$ cat config.mk
export PLATFORM = sky130hd
export DESIGN_NAME = traceback_engine_flat
export DESIGN_NICKNAME = d
export VERILOG_FILES = /design/src/rtl/traceback_engine_if.sv /design/src/rtl/traceback_engine.sv /design/src/flat_wrapper.sv
export SDC_FILE = /design/constraint.sdc
export NUM_CORES = 1
export LEC_CHECK = 0
export ABC_AREA = 1
export CORE_MARGIN = 8
export CORE_UTILIZATION = 48
export CTS_BUF_LIST = sky130_fd_sc_hd__clkbuf_8
export CTS_CLUSTER_DIAMETER = 60
export CTS_CLUSTER_SIZE = 12
export DETAILED_ROUTE_END_ITERATION = 6
export PLACE_DENSITY = 0.75
export SYNTH_ARGS = -nofsm -noshare
export SYNTH_HDL_FRONTEND = slang
export SYNTH_SLANG_ARGS = --single-unit
$ cat constraint.sdc
create_clock -name clk -period 4 [get_ports clk]
set_clock_uncertainty 0.15 [all_clocks]
set_input_delay 0.4 -clock clk [delete_from_list [all_inputs] [get_ports clk]]
set_output_delay 0.4 -clock clk [all_outputs]
set_load 0.1 [all_outputs]
$ cat src/rtl/traceback_engine_if.sv
// Alignment op stream from the traceback engine to its consumer.
interface traceback_engine_if #(
  parameter int unsigned IDX_W = 3
);
  logic             op_valid;
  logic             op_ready;
  logic [1:0]       op_code;
  logic [IDX_W-1:0] op_row;
  logic [IDX_W-1:0] op_col;
  logic             op_last;

  modport master (
    output op_valid,
    output op_code,
    output op_row,
    output op_col,
    output op_last,
    input  op_ready
  );

  modport slave (
    input  op_valid,
    input  op_code,
    input  op_row,
    input  op_col,
    input  op_last,
    output op_ready
  );
endinterface

$ cat src/rtl/traceback_engine.sv
// Sequential DP traceback: walks a row-major score matrix held in a single-port
// synchronous RAM from a start cell toward the origin, streaming one op per step.
module traceback_engine #(
  parameter int unsigned ROWS    = 8,
  parameter int unsigned COLS    = 8,
  parameter int unsigned SCORE_W = 16,
  parameter int unsigned ADDR_W  = 6,
  parameter int unsigned IDX_W   = 3
) (
  input  logic                      clk,
  input  logic                      rst,
  input  logic                      start,
  input  logic [IDX_W-1:0]          start_row,
  input  logic [IDX_W-1:0]          start_col,
  input  logic                      local_mode,
  output logic                      busy,
  output logic                      done,
  output logic                      err,
  output logic [IDX_W:0]            op_count,
  output logic                      mem_rd_en,
  output logic [ADDR_W-1:0]         mem_addr,
  input  logic signed [SCORE_W-1:0] mem_rdata,
  traceback_engine_if.master        op
);

  localparam logic [1:0] OpDiag = 2'b00;
  localparam logic [1:0] OpTop  = 2'b01;
  localparam logic [1:0] OpLeft = 2'b10;

  typedef enum logic [3:0] {
    StIdle,
    StRdC,
    StChk,
    StRdD,
    StRdT,
    StRdL,
    StCap,
    StDecide,
    StEmit,
    StFin
  } state_e;

  state_e state_q, state_d;

  logic [IDX_W-1:0]          row_q, col_q;
  logic                      lmode_q;
  logic signed [SCORE_W-1:0] cur_q, diag_q, top_q, left_q;
  logic                      err_q;
  logic [IDX_W:0]            cnt_q;

  // Registered op and the cell it leads to.
  logic [1:0]                code_q;
  logic [IDX_W-1:0]          orow_q, ocol_q;
  logic                      last_q;
  logic [IDX_W-1:0]          nrow_q, ncol_q;
  logic signed [SCORE_W-1:0] nscore_q;

  logic                      start_oor;
  logic                      chk_term, chk_bound, next_bound;
  logic [1:0]                dec_code;
  logic [IDX_W-1:0]          dec_row, dec_col;
  logic signed [SCORE_W-1:0] dec_score;
  logic                      dec_last;
  logic [IDX_W-1:0]          addr_row, addr_col;

  // Terminal-cell test shared by CHK and the op_last lookahead.
  function automatic logic is_terminal(input logic [IDX_W-1:0]          r,
                                       input logic [IDX_W-1:0]          c,
                                       input logic signed [SCORE_W-1:0] s,
                                       input logic                      lm);
    if (lm) begin
      return s[SCORE_W-1] || (s == '0) || (r == '0) || (c == '0);
    end
    return (r == '0) && (c == '0);
  endfunction

  // Start coordinate range check and terminal/boundary routing.
  always_comb begin
    start_oor  = (32'(start_row) >= ROWS) || (32'(start_col) >= COLS);
    // CHK is only entered straight after RD_C, so the start score is on mem_rdata.
    chk_term   = is_terminal(row_q, col_q, mem_rdata, lmode_q);
    chk_bound  = !lmode_q && ((row_q == '0) || (col_q == '0));
    next_bound = !lmode_q && ((nrow_q == '0) || (ncol_q == '0));
  end

  // Predecessor selection: boundary cells are forced, interior takes the max.
  always_comb begin
    dec_code  = OpDiag;
    dec_row   = row_q - IDX_W'(1);
    dec_col   = col_q - IDX_W'(1);
    dec_score = diag_q;
    if (row_q == '0) begin
      dec_code  = OpLeft;
      dec_row   = row_q;
      dec_score = cur_q;
    end else if (col_q == '0) begin
      dec_code  = OpTop;
      dec_col   = col_q;
      dec_score = cur_q;
    end else if ((diag_q >= top_q) && (diag_q >= left_q)) begin
      dec_code  = OpDiag;
    end else if (top_q >= left_q) begin
      dec_code  = OpTop;
      dec_col   = col_q;
      dec_score = top_q;
    end else begin
      dec_code  = OpLeft;
      dec_row   = row_q;
      dec_score = left_q;
    end
    dec_last = is_terminal(dec_row, dec_col, dec_score, lmode_q);
  end

  // FSM state register.
  always_ff @(posedge clk or posedge rst) begin
    if (rst) begin
      state_q <= StIdle;
    end else begin
      state_q <= state_d;
    end
  end

  // FSM next state. EMIT routes the next cell itself (it is known non-terminal
  // there), skipping CHK to keep 6 cycles per interior and 2 per boundary step.
  always_comb begin
    state_d = state_q;
    unique case (state_q)
      StIdle: begin
        if (start) begin
          state_d = start_oor ? StFin : StRdC;
        end
      end
      StRdC: state_d = StChk;
      StChk: begin
        if (chk_term) begin
          state_d = StFin;
        end else if (chk_bound) begin
          state_d = StDecide;
        end else begin
          state_d = StRdD;
        end
      end
      StRdD:    state_d = StRdT;
      StRdT:    state_d = StRdL;
      StRdL:    state_d = StCap;
      StCap:    state_d = StDecide;
      StDecide: state_d = StEmit;
      StEmit: begin
        if (op.op_ready) begin
          if (last_q) begin
            state_d = StFin;
          end else if (next_bound) begin
            state_d = StDecide;
          end else begin
            state_d = StRdD;
          end
        end
      end
      StFin:   state_d = StIdle;
      default: state_d = StIdle;
    endcase
  end

  // FSM outputs: status, RAM strobe/address and the op stream.
  always_comb begin
    busy      = (state_q != StIdle) && (state_q != StFin);
    done      = (state_q == StFin);
    err       = err_q;
    op_count  = cnt_q;
    mem_rd_en = (state_q == StRdC) || (state_q == StRdD) ||
                (state_q == StRdT) || (state_q == StRdL);
    addr_row  = row_q;
    addr_col  = col_q;
    unique case (state_q)
      StRdD: begin
        addr_row = row_q - IDX_W'(1);
        addr_col = col_q - IDX_W'(1);
      end
      StRdT:   addr_row = row_q - IDX_W'(1);
      StRdL:   addr_col = col_q - IDX_W'(1);
      default: ;
    endcase
    mem_addr    = mem_rd_en ? (ADDR_W'(addr_row) * ADDR_W'(COLS) + ADDR_W'(addr_col)) : '0;
    op.op_valid = (state_q == StEmit);
    op.op_code  = op.op_valid ? code_q : 2'b00;
    op.op_row   = op.op_valid ? orow_q : '0;
    op.op_col   = op.op_valid ? ocol_q : '0;
    op.op_last  = op.op_valid && last_q;
  end

  // Datapath: coordinates, captured scores, pending op and result counters.
  always_ff @(posedge clk or posedge rst) begin
    if (rst) begin
      row_q    <= '0;
      col_q    <= '0;
      lmode_q  <= 1'b0;
      cur_q    <= '0;
      diag_q   <= '0;
      top_q    <= '0;
      left_q   <= '0;
      err_q    <= 1'b0;
      cnt_q    <= '0;
      code_q   <= OpDiag;
      orow_q   <= '0;
      ocol_q   <= '0;
      last_q   <= 1'b0;
      nrow_q   <= '0;
      ncol_q   <= '0;
      nscore_q <= '0;
    end else begin
      unique case (state_q)
        StIdle: begin
          if (start) begin
            row_q   <= start_row;
            col_q   <= start_col;
            lmode_q <= local_mode;
            err_q   <= start_oor;
            cnt_q   <= '0;
          end
        end
        StChk: cur_q  <= mem_rdata;
        StRdT: diag_q <= mem_rdata;
        StRdL: top_q  <= mem_rdata;
        StCap: left_q <= mem_rdata;
        StDecide: begin
          code_q   <= dec_code;
          orow_q   <= row_q;
          ocol_q   <= col_q;
          last_q   <= dec_last;
          nrow_q   <= dec_row;
          ncol_q   <= dec_col;
          nscore_q <= dec_score;
        end
        StEmit: begin
          if (op.op_ready) begin
            row_q <= nrow_q;
            col_q <= ncol_q;
            cur_q <= nscore_q;
            cnt_q <= cnt_q + 1'b1;
          end
        end
        default: ;
      endcase
    end
  end

endmodule

$ cat src/flat_wrapper.sv
// flat-port wrapper written by rule: the top's interface ports become plain ports
module traceback_engine_flat 
#(
  parameter int unsigned ROWS    = 8,
  parameter int unsigned COLS    = 8,
  parameter int unsigned SCORE_W = 16,
  parameter int unsigned ADDR_W  = 6,
  parameter int unsigned IDX_W   = 3
)
  (clk, rst, start, start_row, start_col, local_mode, busy, done, err, op_count, mem_rd_en, mem_addr, mem_rdata, op_op_valid, op_op_code, op_op_row, op_op_col, op_op_last, op_op_ready);
  traceback_engine_if #(.IDX_W(IDX_W)) op_i ();
  input  logic clk;
  input  logic rst;
  input  logic start;
  input  logic [IDX_W-1:0] start_row;
  input  logic [IDX_W-1:0] start_col;
  input  logic local_mode;
  output logic busy;
  output logic done;
  output logic err;
  output logic [IDX_W:0] op_count;
  output logic mem_rd_en;
  output logic [ADDR_W-1:0] mem_addr;
  input  logic signed [SCORE_W-1:0] mem_rdata;
  output wire logic [$bits(op_i.op_valid)-1:0] op_op_valid;
  output wire logic [$bits(op_i.op_code)-1:0] op_op_code;
  output wire logic [$bits(op_i.op_row)-1:0] op_op_row;
  output wire logic [$bits(op_i.op_col)-1:0] op_op_col;
  output wire logic [$bits(op_i.op_last)-1:0] op_op_last;
  input wire logic [$bits(op_i.op_ready)-1:0] op_op_ready;
  assign op_op_valid = op_i.op_valid;
  assign op_op_code = op_i.op_code;
  assign op_op_row = op_i.op_row;
  assign op_op_col = op_i.op_col;
  assign op_op_last = op_i.op_last;
  assign op_i.op_ready = op_op_ready;
  traceback_engine #(.ROWS(ROWS), .COLS(COLS), .SCORE_W(SCORE_W), .ADDR_W(ADDR_W), .IDX_W(IDX_W)) u_core (.clk(clk), .rst(rst), .start(start), .start_row(start_row), .start_col(start_col), .local_mode(local_mode), .busy(busy), .done(done), .err(err), .op_count(op_count), .mem_rd_en(mem_rd_en), .mem_addr(mem_addr), .mem_rdata(mem_rdata), .op(op_i));
endmodule
==> out/metrics.cfg, run 1 <==
[floorplanning]
die_h_um = 136.5
core-area_um2 = 14370
die-area_um2 = 18640
initial_core_util_pct = 48.54
io_pins = 51
die_w_um = 136.5
num_rows = 44

[clock_tree]
cts_setup_buffers = 0
clockBufferDepth = 2
cts-htree-levels = 3
ctsRootBufferMaster = clkbuf_8
numClockSinks = 110
path_clk_slew_ns = 0.10
cts_tree = yes
cts_resized = 0
cts-buffers-inserted = 9
clkLatencyLatePin_ns = 0.40
postCtsHoldBufs = 0

[timing]
min_period_ns = 3.379
rsz0062_at_grt = no
layout_setup_ws_ns = 0.6208
slew_violations = 0
relSlewSlack_pct = 25.29
clock.fmax_ghz = 0.2959
tightest_slew_ns = 1.118
hold_violations = 0
finalCritPeriodShare_pct = 84.48
setup_viol = 0

[finish]
final_util_pct = 54.26
syn2layout_area_growth_pct = 11.79
final_cell_mix = 272 x nand2_1, 127 x inv_1, 110 x dfrtp_1
nNetsFinal = 1059
fin_cells = 1167
diodes = 0
seq_area_um2 = 2753
drive_gt1_share_pct = 7.833
fillers = 1356
final_common_cell = nand2_1
multiInputGateArea_um2 = 3565

[setup_path]
cpMaxStageDelayCell = dfrtp_1
critical_path.max_fanout = 22
cp_data_required_time_ns = 4.19
path_common_cell = nand2_1
slowest_delay_ns = 0.42
worstPathArrival_ns = 3.57
critPathLaunchType = flip-flop
crit_chain = inv_1, ha_1, nand2_1, nor2_1, nand2_1, nand2_1, nand2_1, nand3_1, nand3_1, nand2_4, nand3_2, nand2_1, nand2_1, nand2_1, nand3b_1, nand2_1, clkinv_1, nand2_1, nand2_1, nand2_1
setup.worst_path.end_class = flip-flop
path_class = reg -> reg
reg2reg_depth = 20

[yosys]
synth_seq_cells = 110
ys.flop_type = dfrtp_1
async_flop_share_pct = 100.0
synthesis.area_um2 = 6974
synth_top_area_share_pct = 39.47
synth_compound_gate_area_share_pct = 11.86
yosysSeqAreaShare_pct = 39.47
synth_top_family_by_area = simple AND/OR/NAND/NOR gates
synth.avg_cell_area_um2 = 7.372
synthTopCellsByArea = dfrtp_1 39%, nand2_1 15%, ha_1 9.5%, inv_1 6.8%, o21ai_0 5.3%
synth_xor_area_share_pct = 0.7356
netlist_instances = 946
post-synth-top-area-cell = dfrtp_1
synthAdderAreaFrac_pct = 9.508
muxShareOfSynthArea_pct = 0
synthSimpleGateAreaFrac_pct = 28.69
ys_warn_count = 0
netlist-cell-type-count = 42
synth_edf_count = 0
syn-num-nets = 1026

[global_route]
grt_pass1_wl_mm = 29.95
grt_antenna_before_repair = 0
grt_pass1_vias = 5904
grt_max_degree = 62
grtUsageTotal_pct = 20.68
grt_overflow = 0

[place]
gp_congestion = 0.9405
io_buffers = 49
dp_hpwl_mm = 13.98
post-place-ws_ns = 0.7803
dp_cells = 1152

[routing]
drt_iter0_drc = 593
num_vias = 6214
first_pass_iters = 6
post_drt_via_cell_ratio = 5.325
wire_per_inst_um = 16.17
route.detailed.drc = 0
ant_nets = 0
detail_route.wirelength_mm = 18.88

[run]
maxCapViolCount = 0

[run_status]
status = complete, no violations

[min_path]
hold_class = in -> async

[routing by layer]
metal  part of all wire, %  vias to the layer above  track usage (%)
met5                     0                        -                0
met4                   2.8                        0            8.054
met1                    45                     2857            27.22
met3                   6.5                       43            4.405
li1                      -                     3110                -
met2                    46                      204            32.63
[cell usage after synthesis (3+ instances only)]
master    count
a21oi_1      23
a31oi_1      37
buf_1         6
buf_2         3
buf_4         3
clkbuf_1     21
dfrtp_1     110
ha_1         53
inv_1       127
nand2_1     272
nand2_2      10
nand3_1      40
nand3_2      11
nand3b_1      6
nand4_1      23
nor2_1       87
nor3_1        4
o211ai_1      3
o21ai_0      74
xnor2_1       3
[path summary, 6_finish.rpt]
| path | slack, ns | from | end |
|---|---|---|---|
| worst max register to register | 0.62 | u_core.top_q[7] | u_core.last_q |
| worst min-delay path | 0.36 | rst | u_core.diag_q[15] |
| worst max-delay path | 0.62 | u_core.top_q[7] | u_core.last_q |
| worst min register to register | 0.36 | u_core.nscore_q[15] | u_core.nscore_q[15] |
| max in group asynchronous | 2.59 | rst | u_core.op_count[2] |
| min in group clk | 0.36 | u_core.nscore_q[15] | u_core.nscore_q[15] |
[kinds of logic (layout without fill, tap and decap cells)]
logic type | count (synthesis) | count (layout)
compound gates | 149 | 149
xor+xnor | 5 | 5
fa+ha+maj | 53 | 53
buf+inv | 167 | 204
flops | 110 | 110
other cells | 1 | 1
simple gates | 461 | 461
[sequential cells by signal, indices dropped and copies added (netlist names)]
name and count:
u_core.left_q 16, u_core.row_q 3, u_core.nscore_q 16, u_core.last_q 1
u_core.orow_q 3, u_core.diag_q 16, u_core.state_q 4, u_core.code_q 2
u_core.lmode_q 1, u_core.top_q 16, u_core.op_count 4, u_core.col_q 3
u_core.cur_q 16, u_core.nrow_q 3, u_core.ocol_q 3, u_core.ncol_q 3
[cell type report]
cell class / count / share of cell area [%]
repair buffers: 58 / 7.094
flip-flops and latches: 110 / 35.31
clock inverters: 4 / 0.6099
clock buffers: 11 / 1.942
inverters: 131 / 6.371
well taps: 184 / 2.953
multi-input cells: 669 / 45.72
[per-stage QoR]
| step | area [µm²] | setup TNS [ns] | hold slack, ns |
|---|---|---|---|
| floorplan | 6983 | -0.3734 | 0.3030 |
| global placement | 7597 | 0 | 0.3181 |
| detailed placement | 7597 | 0 | 0.3278 |
| CTS | 7796 | 0 | 0.3524 |
| global route | 7796 | 0 | 0.3849 |
| finish | 7796 | 0 | 0.3570 |
[critical path, delay by kind of cell, from the launching register on]
family,cells,cell delay [ns]
AND/OR/NAND/NOR,17,2.27
flip-flops,1,0.42
adder cells (fa/ha/maj),1,0.31
buffers and inverters,2,0.16
Power of run 1 is left out: the tool's default activity adds up to more than one toggle a clock period on the data nets, which glitch-free logic cannot reach.
==> run 2: changes to the inputs <==
==> constraint.sdc (replaced) <==
create_clock -name clk -period 3.2 [get_ports clk]
set_clock_uncertainty 0.15 [all_clocks]
set_input_delay 0.32 -clock clk [delete_from_list [all_inputs] [get_ports clk]]
set_output_delay 0.32 -clock clk [all_outputs]
set_load 0.1 [all_outputs]
==> out/metrics.cfg, run 2 (synthesized netlist as in run 1, its figures left out) <==
[run_status]
status = complete, no violations

[min_path]
hold_class = in -> async

[timing]
clock.fmax_ghz = 0.3414  ; +15%
hold_violations = 0  ; unchanged
tightest_slew_ns = 0.8296  ; -0.2884 ns
relSlewSlack_pct = 44.56  ; +19 points
layout_setup_ws_ns = 0.2705  ; -0.3503 ns
rsz0062_at_grt = no
finalCritPeriodShare_pct = 91.55  ; +7.1 points
setup_viol = 0  ; unchanged
slew_violations = 0  ; unchanged
min_period_ns = 2.930  ; -0.4497 ns

[global_route]
grt_max_degree = 42  ; -32%
grt_overflow = 0  ; unchanged
grt_pass1_wl_mm = 31.33  ; +4.6%
grtUsageTotal_pct = 21.30  ; +0.62 points
grt_pass1_vias = 6300  ; +6.7%
grt_antenna_before_repair = 0  ; unchanged

[finish]
drive_gt1_share_pct = 10.55  ; +2.7 points
final_util_pct = 56.39  ; +2.1 points
multiInputGateArea_um2 = 3622  ; +1.6%
final_cell_mix = 272 x nand2_1, 126 x inv_1, 110 x dfrtp_1
seq_area_um2 = 2753  ; unchanged
nNetsFinal = 1070  ; +1.0%
final_common_cell = nand2_1
diodes = 0  ; unchanged
fillers = 1321  ; -2.6%
fin_cells = 1179  ; +1.0%
syn2layout_area_growth_pct = 16.18

[run]
maxCapViolCount = 0  ; unchanged

[clock_tree]
clkLatencyLatePin_ns = 0.41  ; about the same
numClockSinks = 110  ; unchanged
path_clk_slew_ns = 0.11  ; about the same
ctsRootBufferMaster = clkbuf_8
cts-htree-levels = 3  ; unchanged
clockBufferDepth = 2  ; unchanged
cts-buffers-inserted = 9  ; unchanged
cts_tree = yes

[routing]
detail_route.wirelength_mm = 19.28  ; +2.1%
first_pass_iters = 5  ; -1
route.detailed.drc = 0  ; unchanged
post_drt_via_cell_ratio = 5.504  ; +3.4%
ant_nets = 0  ; unchanged
wire_per_inst_um = 16.35  ; +1.1%
num_vias = 6489  ; +4.4%
drt_iter0_drc = 613  ; +3.4%

[place]
dp_hpwl_mm = 14.46  ; +3.4%
gp_congestion = 1.008  ; +7.2%
dp_cells = 1162  ; +0.87%
io_buffers = 49  ; unchanged
post-place-ws_ns = 0.1937  ; -0.5866 ns

[floorplanning]
die-area_um2 = 18640  ; unchanged
num_rows = 44  ; unchanged
io_pins = 51  ; unchanged
die_w_um = 136.5  ; unchanged
initial_core_util_pct = 48.54  ; unchanged
core-area_um2 = 14370  ; unchanged
die_h_um = 136.5  ; unchanged

[setup_path]
setup.worst_path.end_class = flip-flop
cp_data_required_time_ns = 3.40  ; -0.79 ns
path_class = reg -> reg
critical_path.max_fanout = 11  ; -50%
critPathLaunchType = flip-flop
worstPathArrival_ns = 3.13  ; -0.44 ns

[run 2: changes by cell type in the layout (fill, tap and decap cells not counted), moves of 2 or more]
cell,previous run,this run
nand3_1,40,38
bufinv_16,1,3
nor2_1,85,83
a21oi_1,23,18
clkinvlp_4,0,3
a21oi_2,0,5
buf_12,3,14
buf_4,23,27
clkdlybuf4s50_1,32,26
clkbuf_8,11,9
[run 2: final cells by class]
class,count,share of cell area (%)
multi-input cells,670,44.70
flip-flops and latches,110,33.97
repair buffers,68,9.311
inverters,131,6.146
well taps,184,2.841
clock buffers,9,1.529
clock inverters,7,1.498
[run 2: final timing paths]
path | start | end | slack (ns) | cells past startpoint
worst max-delay path | u_core.diag_q[15] | u_core.last_q | 0.27 | 18
worst min-delay path | rst | u_core.cur_q[13] | 0.24 | 2
worst max register to register | u_core.diag_q[15] | u_core.last_q | 0.27 | 18
worst min register to register | u_core.nscore_q[14] | u_core.nscore_q[14] | 0.35 | 2
max in group asynchronous | rst | u_core.left_q[5] | 1.96 | 3
min in group clk | start_row[0] | u_core.row_q[0] | 0.33 | 3
[run 2: per-stage QoR]
stage / hold WS (ns) / instance area [µm²] / TNS (ns)
final: 0.2447 / 8103 / 0
after global routing: 0.3348 / 8103 / 0
after CTS: 0.2672 / 8053 / 0
after detailed placement: 0.3248 / 7807 / 0
after global placement: 0.3249 / 7807 / 0
after floorplan: 0.2867 / 6998 / -1.093
[run 2: repair_timing]
action	4_1_cts	5_1_grt
resized for setup	0	10
buffers inserted	0	0
setup endpoints to repair	0	1
hold buffers	0	0
[run 2: worst max-delay path, stage by stage (launching register included)]
cell,delay [ns]
dfrtp_1,0.44
ha_1,0.39
nand2_1,0.10
inv_1,0.08
nand3_2,0.11
a21oi_2,0.16
nor2_2,0.07
nand3_1,0.09
nand3_2,0.17
nand2_4,0.22
nand3_2,0.13
nand3b_1,0.11
nand2_1,0.09
nand3b_1,0.22
nand2_1,0.10
clkinv_1,0.06
nand2_1,0.06
nand2_1,0.05
nand2_1,0.06
[run 2: layer usage]
metal | global-route usage (%) | share of wire, %
met4 | 9.640 | 2.9
met5 | 0 | 0
met2 | 34.08 | 47
met3 | 3.891 | 6.1
met1 | 27.51 | 44
Power of run 2 is left out for the same reason.
==> run 3: changes to the inputs <==
--- a/config.mk
+++ b/config.mk
@@ -6,12 +6,14 @@
 export NUM_CORES = 1
 export LEC_CHECK = 0
 export ABC_AREA = 1
+export ABC_CLOCK_PERIOD_IN_PS = 3200
 export CORE_MARGIN = 8
 export CORE_UTILIZATION = 48
 export CTS_BUF_LIST = sky130_fd_sc_hd__clkbuf_8
 export CTS_CLUSTER_DIAMETER = 60
-export CTS_CLUSTER_SIZE = 12
+export CTS_CLUSTER_SIZE = 30
 export DETAILED_ROUTE_END_ITERATION = 6
+export MAX_ROUTING_LAYER = met4
 export PLACE_DENSITY = 0.75
 export SYNTH_ARGS = -nofsm -noshare
 export SYNTH_HDL_FRONTEND = slang
==> out/metrics.cfg, run 3 (synthesized netlist as in run 1, its figures left out) <==
[setup_path]
path_common_cell = nand2_1
path_class = reg -> reg
cpMaxStageDelayCell = dfrtp_1
critPathLaunchType = flip-flop
setup.worst_path.end_class = flip-flop
worstPathArrival_ns = 3.16  ; +0.03 ns
r2r_slack_ns = 0.26  ; about the same
critical_path.max_fanout = 5  ; -6
cp_data_required_time_ns = 3.42  ; +0.02 ns
slowest_delay_ns = 0.45  ; about the same
crit_chain = ha_1, nand2_1, inv_1, nand3_1, a21oi_1, nor2_2, nand3_1, nand3_2, nand2_4, buf_12, nand3_2, nand3b_1, nand2_1, nand3b_1, nand2_1, clkinv_1, nand2_1, nand2_1, nand2_1

[clock_tree]
cts-buffers-inserted = 9  ; unchanged
cts-htree-levels = 3  ; unchanged
ctsRootBufferMaster = clkbuf_8
cts_tree = yes
clockBufferDepth = 2  ; unchanged
path_clk_slew_ns = 0.12  ; about the same
clkLatencyLatePin_ns = 0.42  ; about the same
numClockSinks = 110  ; unchanged

[global_route]
grt_pass1_vias = 6035  ; -4.2%
grt_pass1_wl_mm = 30.90  ; -1.4%
grt_overflow = 0  ; unchanged
grt_max_degree = 42  ; unchanged
grtUsageTotal_pct = 21.88  ; +0.58 points
grt_antenna_before_repair = 0  ; unchanged

[routing]
first_pass_iters = 6  ; +1
route.detailed.drc = 0  ; unchanged
drt_iter0_drc = 680  ; +11%
wire_per_inst_um = 16.24  ; -0.67%
detail_route.wirelength_mm = 19.23  ; -0.24%
num_vias = 6474  ; -0.23%
ant_nets = 0  ; unchanged
post_drt_via_cell_ratio = 5.468  ; -0.65%

[floorplanning]
die-area_um2 = 18640  ; unchanged
die_w_um = 136.5  ; unchanged
core-area_um2 = 14370  ; unchanged
die_h_um = 136.5  ; unchanged
num_rows = 44  ; unchanged
io_pins = 51  ; unchanged
initial_core_util_pct = 48.54  ; unchanged

[min_path]
hold_class = in -> async

[timing]
relSlewSlack_pct = 45.39  ; +0.83 points
clock.fmax_ghz = 0.3407  ; -0.20%
tightest_slew_ns = 0.8174  ; -0.01219 ns
hold_ws_ns = 0.2482  ; +0.003455 ns
finalCritPeriodShare_pct = 91.74  ; +0.19 points
slew_violations = 0  ; unchanged
setup_viol = 0  ; unchanged
min_period_ns = 2.936  ; +0.005998 ns
hold_violations = 0  ; unchanged

[place]
gp_congestion = 0.9856  ; -2.2%
io_buffers = 49  ; unchanged
dp_hpwl_mm = 14.20  ; -1.8%

[finish]
diodes = 0  ; unchanged
nNetsFinal = 1075  ; +0.47%
final_cell_mix = 272 x nand2_1, 126 x inv_1, 110 x dfrtp_1
final_common_cell = nand2_1
syn2layout_area_growth_pct = 15.86
multiInputGateArea_um2 = 3592  ; -0.83%
drive_gt1_share_pct = 10.70  ; +0.15 points
fillers = 1313  ; -0.61%
seq_area_um2 = 2753  ; unchanged

[run]
maxCapViolCount = 0  ; unchanged

[run_status]
status = complete, no violations

[run 3: path summary, 6_finish.rpt]
kind | from | endpoint | cells after the start
max | u_core.diag_q[15] | u_core.last_q | 19
min | rst | u_core.top_q[9] | 2
max in group asynchronous | rst | u_core.top_q[5] | 3
min reg2reg | u_core.code_q[0] | u_core.code_q[0] | 2
max reg2reg | u_core.diag_q[15] | u_core.last_q | 19
min in group clk | start_col[0] | u_core.col_q[0] | 3
[run 3: area by class of cell]
| type | instances | area share [%] |
|---|---|---|
| tap | 184 | 2.849 |
| clock inverter | 7 | 1.022 |
| sequential | 110 | 34.07 |
| clock buffer | 9 | 1.533 |
| multi-input combinational | 670 | 44.46 |
| inverter | 131 | 6.163 |
| timing repair buffer | 73 | 9.910 |
[run 3: what timing repair did]
action                                  CTS  global route
hold buffers                              0             0
setup buffers                             0             3
hold endpoints to repair                  0             0
endpoints found under the setup margin    0             1
resized for setup                         0             3
[run 3: routing by layer]
metal  GRT usage, %  wire length [µm]  up-vias
met3          3.818              1312       56
met2          33.12              8909      248
met4          9.091               663        0
li1               -                 -     3154
met5              -                 0        -
met1          28.47              8343     3016
[run 3: stage by stage]
step                setup TNS (ns)  worst slack [ns]  cell area, µm²  instances  util [%]
floorplan                   -1.093            -1.093            6998        946         -
global placement                 0            0.3196            7823       1164     54.44
detailed placement               0            0.3277            7823       1164     54.44
CTS                              0            0.2989            8029       1180     55.88
global route              -0.01609          -0.01609            8080       1184     56.23
finish                           0            0.2645            8080       1184     56.23
[run 3: critical path: cells and delay by family (launching register included)]
family | cells | cell delay [ns]
buffers and inverters | 3 | 0.23
AOI/OAI and AO/OA | 1 | 0.23
DFF | 1 | 0.45
adders and majority gates | 1 | 0.35
and+or+nand+nor | 14 | 1.46
Power of run 3 is left out for the same reason.
